`src/rtl/change_dispenser.sv`:
```
`default_nettype none
// ============================================================================
// Module   : change_dispenser
// Purpose  : Converts vend requests from the soda FSM into timed actuator
//            drive. Each request gives one vend-motor pulse, then one ejector
//            pulse per nickel of change. One request can wait in a pending
//            slot while a job runs. Any request that cannot be honoured sets a
//            sticky error flag.
// Ports    : clk_i          - rising-edge clock
//            rst_i          - synchronous active-high reset
//            soda_i         - vend request, sampled every edge
//            change_i[2:0]  - nickels to return (legal 0..4)
//            vend_o         - vend-motor drive
//            nickel_eject_o - coin-ejector drive, one pulse per nickel
//            busy_o         - a request is being serviced
//            pend_o         - pending slot occupied
//            err_o          - sticky error (dropped or illegal request)
//            vend_cnt_o     - vends started, wraps modulo 2^CNT_W
// Revision : 1.0 - initial release
// ============================================================================
module change_dispenser #(
  parameter int VEND_LEN  = 4,
  parameter int PULSE_LEN = 3,
  parameter int GAP_LEN   = 2,
  parameter int CNT_W     = 16
) (
  input  logic             clk_i,
  input  logic             rst_i,
  input  logic             soda_i,
  input  logic [2:0]       change_i,
  output logic             vend_o,
  output logic             nickel_eject_o,
  output logic             busy_o,
  output logic             pend_o,
  output logic             err_o,
  output logic [CNT_W-1:0] vend_cnt_o
);

  // A single timer serves every phase, so it is sized for the longest one.
  localparam int c_max_a   = (VEND_LEN > PULSE_LEN) ? VEND_LEN : PULSE_LEN;
  localparam int c_max_len = (c_max_a > GAP_LEN) ? c_max_a : GAP_LEN;
  localparam int c_tmr_w   = (c_max_len > 1) ? $clog2(c_max_len) : 1;

  // The timer is loaded with LEN-1 and the phase ends on the cycle it reads 0.
  localparam logic [c_tmr_w-1:0] c_vend_ld  = c_tmr_w'(VEND_LEN - 1);
  localparam logic [c_tmr_w-1:0] c_pulse_ld = c_tmr_w'(PULSE_LEN - 1);
  localparam logic [c_tmr_w-1:0] c_gap_ld   = c_tmr_w'(GAP_LEN - 1);
  localparam logic [c_tmr_w-1:0] c_tmr_one  = c_tmr_w'(1);
  localparam logic [CNT_W-1:0]   c_cnt_one  = CNT_W'(1);

  localparam logic [1:0] c_st_idle  = 2'd0;
  localparam logic [1:0] c_st_vend  = 2'd1;
  localparam logic [1:0] c_st_ej_hi = 2'd2;
  localparam logic [1:0] c_st_ej_lo = 2'd3;

  logic [1:0]         r_state,    w_state_nx;
  logic [c_tmr_w-1:0] r_timer,    w_timer_nx;
  logic [2:0]         r_nrem,     w_nrem_nx;
  logic               r_pend,     w_pend_nx;
  logic [2:0]         r_pend_chg, w_pend_chg_nx;
  logic               r_err,      w_err_nx;
  logic [CNT_W-1:0]   r_cnt,      w_cnt_nx;

  logic       w_chg_sat;
  logic [2:0] w_chg;
  logic       w_done;
  logic       w_load;
  logic [2:0] w_load_chg;

  // State register
  always_ff @(posedge clk_i) begin
    if (rst_i) begin
      r_state    <= c_st_idle;
      r_timer    <= '0;
      r_nrem     <= '0;
      r_pend     <= 1'b0;
      r_pend_chg <= '0;
      r_err      <= 1'b0;
      r_cnt      <= '0;
    end else begin
      r_state    <= w_state_nx;
      r_timer    <= w_timer_nx;
      r_nrem     <= w_nrem_nx;
      r_pend     <= w_pend_nx;
      r_pend_chg <= w_pend_chg_nx;
      r_err      <= w_err_nx;
      r_cnt      <= w_cnt_nx;
    end
  end

  // Next-state logic
  always_comb begin
    w_chg_sat     = (change_i > 3'd4);
    w_chg         = w_chg_sat ? 3'd4 : change_i;
    w_state_nx    = r_state;
    w_timer_nx    = r_timer;
    w_nrem_nx     = r_nrem;
    w_pend_nx     = r_pend;
    w_pend_chg_nx = r_pend_chg;
    w_err_nx      = r_err;
    w_cnt_nx      = r_cnt;
    w_done        = 1'b0;
    w_load        = 1'b0;
    w_load_chg    = w_chg;

    // Change without a request, or change beyond four nickels, is flagged.
    if ((!soda_i && (change_i != 3'd0)) || (soda_i && w_chg_sat)) begin
      w_err_nx = 1'b1;
    end

    case (r_state)
      c_st_idle: begin
        if (soda_i) begin
          w_load = 1'b1;
        end
      end
      c_st_vend: begin
        if (r_timer == '0) begin
          if (r_nrem != 3'd0) begin
            w_state_nx = c_st_ej_hi;
            w_timer_nx = c_pulse_ld;
          end else begin
            w_done = 1'b1;
          end
        end else begin
          w_timer_nx = r_timer - c_tmr_one;
        end
      end
      c_st_ej_hi: begin
        if (r_timer == '0) begin
          w_state_nx = c_st_ej_lo;
          w_timer_nx = c_gap_ld;
          w_nrem_nx  = r_nrem - 3'd1;
        end else begin
          w_timer_nx = r_timer - c_tmr_one;
        end
      end
      default: begin
        if (r_timer == '0) begin
          if (r_nrem != 3'd0) begin
            w_state_nx = c_st_ej_hi;
            w_timer_nx = c_pulse_ld;
          end else begin
            w_done = 1'b1;
          end
        end else begin
          w_timer_nx = r_timer - c_tmr_one;
        end
      end
    endcase

    if (r_state != c_st_idle) begin
      if (w_done) begin
        if (r_pend) begin
          // Pop the slot; a request arriving on this edge refills it.
          w_load     = 1'b1;
          w_load_chg = r_pend_chg;
          if (soda_i) begin
            w_pend_chg_nx = w_chg;
          end else begin
            w_pend_nx = 1'b0;
          end
        end else if (soda_i) begin
          w_load = 1'b1;
        end else begin
          w_state_nx = c_st_idle;
        end
      end else if (soda_i) begin
        if (!r_pend) begin
          w_pend_nx     = 1'b1;
          w_pend_chg_nx = w_chg;
        end else begin
          w_err_nx = 1'b1;
        end
      end
    end

    if (w_load) begin
      w_state_nx = c_st_vend;
      w_timer_nx = c_vend_ld;
      w_nrem_nx  = w_load_chg;
      w_cnt_nx   = r_cnt + c_cnt_one;
    end
  end

  // Output decode, driven only from flops
  always_comb begin
    vend_o         = (r_state == c_st_vend);
    nickel_eject_o = (r_state == c_st_ej_hi);
    busy_o         = (r_state != c_st_idle);
    pend_o         = r_pend;
    err_o          = r_err;
    vend_cnt_o     = r_cnt;
  end

endmodule
`default_nettype wire
```
`config.mk`:
```
export PLATFORM = sky130hd
export DESIGN_NAME = change_dispenser
export DESIGN_NICKNAME = d
export VERILOG_FILES = /design/src/rtl/change_dispenser.sv
export SDC_FILE = /design/constraint.sdc
export NUM_CORES = 1
export LEC_CHECK = 0
export CAP_MARGIN = 10
export CORE_ASPECT_RATIO = 1.2
export CORE_MARGIN = 5
export CORE_UTILIZATION = 46
export DETAILED_ROUTE_END_ITERATION = 8
export HOLD_SLACK_MARGIN = 0.1
export PLACE_DENSITY = 0.76
export SLEW_MARGIN = 15
export SYNTH_ARGS = -nofsm -noshare
export SYNTH_HDL_FRONTEND = slang
export SYNTH_SLANG_ARGS = --single-unit
```
`constraint.sdc`:
```
create_clock -name clk_i -period 1.77 [get_ports clk_i]
set_input_delay 0.2655 -clock clk_i [delete_from_list [all_inputs] [get_ports clk_i]]
set_output_delay 0.2655 -clock clk_i [all_outputs]
set_load 0.03 [all_outputs]
```
* Word level (Yosys, flattened, before mapping)
Index checks and enable logic that the tools add are counted.
Widths: inputs -> output; s select.
** Storage, ports and cells
- Bits in registers :: 28
- Input port bits :: 6
** Cells by class
- Magnitude comparators :: 1
- Multiplexer cells :: 42
- Add/subtract/negate cells :: 3
- Reduce and logical (&&, ||, !) cells :: 18
- Eq/ne operators :: 6
** Operator list (number)
- $mux 3 :: 11
- $mux 2 :: 11
- $mux 1 :: 18
- $add 16x1->16 const B :: 1
- $pmux 2 s2 :: 2
- $reduce_bool 2->1 :: 4
- $ne 2x2->1 const B :: 3
- $reduce_and 2->1 :: 3
- $reduce_bool 3->1 :: 2
- $logic_not 2->1 :: 2
- $ne 4x3->1 const B :: 1
- $reduce_and 4->1 :: 1
- $reduce_or 2->1 :: 2
- $gt 3x3->1 const B :: 1
- $sub 3x1->3 const B :: 1
- $eq 2x1->1 const B :: 1
- $eq 2x2->1 const B :: 1
- $logic_and 1x1->1 :: 2
- $sub 2x1->2 const B :: 1
- $logic_not 1->1 :: 1
- $logic_or 1x1->1 :: 1

* Logic depth before layout (Yosys ltp)
- Depth in word-level cells :: 9
- Mapped depth :: 8

* Least setup slack after synthesis
OpenSTA, ideal clock, no wires.
- Kind :: register -> register
- Start point :: register r_cnt[2], in the netlist vend_cnt_o[2]
- End point :: register r_cnt[15], in the netlist vend_cnt_o[15]
- Arrival :: 1714 ps
- Stages on the path, launching flop included :: 5
- Buffers on the path :: 0
- Data required time :: 1700 ps
- Setup slack :: -14 ps
- Cells stage by stage :: dfxtp_1 -> and4_1 -> o2111ai_1 -> or4_1 -> a21oi_1
** Between the ends
- Cells in the longest elaborated chain, start to end :: 1
** Ends and longest elaborated chain
- start, declared :: RTL line 62 : logic [CNT_W-1:0] r_cnt, w_cnt_nx;
- start signal, assigned :: RTL line 87 : r_cnt <= w_cnt_nx;
- $add 16x1->16 :: RTL line 182 : w_cnt_nx = r_cnt + c_cnt_one;
No other way between the ends.
A chain may end at the register's enable or synchronous reset.

* Worst setup path in the final report
- Start point :: register r_nrem[0]
- End point :: register r_nrem[1]
** Between the ends
- Cells in the longest elaborated chain, start to end :: 8
- Elaborated cells on any way between the ends :: 15
- Those cells by class :: 1 x add/sub; 10 x mux; 4 x reduce/logical
** Ends and longest elaborated chain
- start, declared :: RTL line 58 : logic [2:0] r_nrem, w_nrem_nx;
- start signal, assigned :: RTL line 83 : r_nrem <= w_nrem_nx;
- $reduce_bool 3->1 :: RTL line 119, 140
- $mux 1 :: RTL line 119, 140
- $mux 1 :: RTL line 118 : if (r_timer == '0) begin
- $mux 1
- $mux 1 :: RTL line 153 : if (w_done) begin
- $mux 1 :: RTL line 152 : if (r_state != c_st_idle) begin
- $reduce_bool 2->1 (no line)
- $reduce_and 2->1 (no line)
Several ways; a longest one is shown, not always the timed one. The select of a mux whose other input is x is not followed.

==> metrics.csv <==
stage;metric;value;unit
job;drv_cap;0;
sta;slew_headroom;64.54;%
clocking;cts_tree;done;
floorplan;coreArea;3110;um^2
clocking;clock_sinks;28;
worst_setup_path;critPathSlowestCell;a2111oi_0;
yosys;synth_top_cell_by_area;dfxtp_1;
global_route;antenna_found_initial;0;
place;dp_hpwl;2784;um
yosys;syn-num-nets;186;
clocking;clk_pin_slew_worst_paths;160;ps
worst_setup_path;crit_family;compound AO/OA/AOI/OAI gates;
clocking;cts-buffers-inserted;3;
global_route;overflow;0;
worst_setup_path;critical_path.startpoint_type;flip-flop;
floorplan;initial_utilization;48.19;%
finish;nets;239;
sta;slew_viol_final;0;
floorplan;die_x;62.11;um
worst_setup_path;crit_type;reg -> reg;
sta;worst_slew_pin_slew;530.2;ps
yosys;synth.top_cell.area_share;37.40;%
floorplan;die_area;4505;um^2
sta;finalWorstSetupSlack;35.36;ps
routing;wl_per_cell;15.38;um
worst_setup_path;cp.depth;6;
worst_hold_path;min_path_cells;2;
routing;vias;1565;
yosys;ys_ff_latch;28;
place;place.port_buffers;26;
clocking;hold_buffers;0;
finish;final_cells;265;
worst_setup_path;crit_start;r_nrem[0];
place;dp_cells;254;
clocking;clock_latency;330;ps
finish;layout_commonest_cell;buf_4;
yosys;syn_inst;177;
yosys;synth_edf_count;0;
finish;layout_common_cells;buf_4, dfxtp_1, a21oi_1;
power_and_ir_drop;powerDensity;926.0;nW/um^2
yosys;seq_area_frac_synth;37.40;%
yosys;synth_ff_type;dfxtp_1;
sta;fmax;0.5765;GHz
clocking;cts-root-buf;clkbuf_4;
floorplan;rows;22;
sta;fin_tns_setup;0;ps
finish;synthToLayoutAreaGrowth;44.49;%
yosys;ys_warn_count;0;
finish;stdcell_area;2166;um^2
clocking;clk_path_buf_depth;2;
finish;layout-drive-gt1-share;26.64;%
worst_hold_path;worstHoldStart;r_pend_chg[1];
global_route;grt_pass1_wl;6513;um
worst_setup_path;end_kind;flip-flop;
place;placedInstanceArea;1953;um^2
routing;ant_nets;0;
sta;holdWs;478.2;ps
status;status;complete, no violations;
sta;fin_skew;9.706;ps
clocking;h-tree-depth;1;
sta;fin_crit;1735;ps
sta;hold_violations;0;
finish;diodes;0;
floorplan;fp.dieH;72.53;um
power_and_ir_drop;leakage;0.9335;nW
worst_setup_path;worst-r2r-cell-count;6;
routing;wirelength;4077;um
worst_setup_path;crit_arrival;1940;ps
floorplan;num_io_pins;27;
yosys;netlist_area;1499;um^2
routing;drtPass1Iterations;4;
routing;via_per_inst;5.906;
global_route;grt_pass1_vias;1497;
worst_setup_path;timing.rr.start;r_nrem[0];
worst_setup_path;crit_fanout;4;
worst_hold_path;hold_class;reg -> reg;
sta;fin_crit_sh;98.00;%
worst_setup_path;max_stage_delay;520;ps
worst_setup_path;crit_top_cell;a2111oi_0;
place;post-place-ws;-75.65;ps
worst_setup_path;critPathBufInv;1;
worst_setup_path;cp_cell_sequence;inv_2 -> ha_4 -> and3b_1 -> and2_1 -> a2111oi_0 -> a2111oi_0;
yosys;ys_top_cells_by_area;dfxtp_1, a21oi_1, o31ai_1, or4_1, o21ai_0;
global_route;grt_max_degree;17;
worst_setup_path;cp_data_required_time;1970;ps
routing;route.detailed.drc;0;
yosys;yosysUniqueCellTypes;40;
routing;first_iter_violations;115;
power_and_ir_drop;vdd_drop_max;0.6223;mV
place;gp_congestion;0.7513;
yosys;syn_avg_cell_area;8.469;um^2
sta;setup_viol;0;
yosys;async_flop_share;0;%
finish;utilization;69.63;%
power_and_ir_drop;p_total;2.006;mW
global_route;track_usage;17.12;%
[path summary, 6_finish.rpt]
check                                     end  slack, ps
worst max-delay path                r_nrem[1]         40
worst min-delay path            r_pend_chg[1]        480
worst max register to register      r_nrem[1]         40
worst min register to register  r_pend_chg[1]        480
[what timing repair did]
action                     in CTS  in global routing
setup endpoints to repair      21                 27
pin swaps                       0                  6
gates resized for setup        16                 24
gates cloned                    0                  1
setup buffers                   1                  5
[area by class of cell]
class                           instances  area [um^2]
Timing Repair Buffer                   56        526.8
Multi-Input combinational cell        133        940.9
Fill cell                             264        944.7
Inverter                                8        30.03
Clock inverter                          1        30.03
Tap cell                               36        45.04
Sequential cell                        28        570.5
Clock buffer                            3        22.52
[Yosys cell counts (2+ instances only)]
cell	number
nor2_1	5
clkbuf_1	7
a21oi_1	24
dfxtp_1	28
or3_1	3
nand3_1	8
or4_1	12
and2_1	3
nor2b_1	4
mux2_2	2
inv_1	8
o21ai_0	9
nand4_1	3
a211oi_1	3
ha_1	3
a2111oi_0	4
o31ai_1	12
and4_1	2
nand2b_1	3
mux2i_1	2
nand2_1	12
o2111ai_1	2
[power breakdown]
part | total [mW] | switching (mW) | leakage (nW) | internal, mW
Clock | 0.425 | 0.196 | 0.0279 | 0.229
Sequential | 0.767 | 0.0751 | 0.231 | 0.692
Combinational | 0.813 | 0.408 | 0.675 | 0.405
Total | 2.01 | 0.679 | 0.933 | 1.33
[registers in the layout (all words and copies together), names as in the netlist]
signal,flops
vend_cnt_o,16
r_nrem,3
r_pend_chg,3
r_state,2
r_timer,2
err_o,1
pend_o,1
[cell families after synthesis]
kind of cell,count (synthesis),synth area share [%]
AND/OR/NAND/NOR,62,25.04
AO/OA/AOI/OAI,61,25.88
flip-flops,28,37.40
XOR/XNOR,2,1.169
adder cells (fa/ha/maj),4,3.172
multiplexers,4,2.838
buffers and inverters,16,4.508
[tightest hold or removal path, cell delays in order (launching register included)]
cell	delay, ps
dfxtp_1	340
nand2_1	50
mux2i_1	60
[layer usage]
metal | track usage (%) | wire, um
met5 | 0 | 0
met4 | 5.783 | 30
met3 | 2.322 | 125
met2 | 32.60 | 2166
met1 | 19.32 | 1754
No activity file was read; power rests on OpenSTA's default activity.
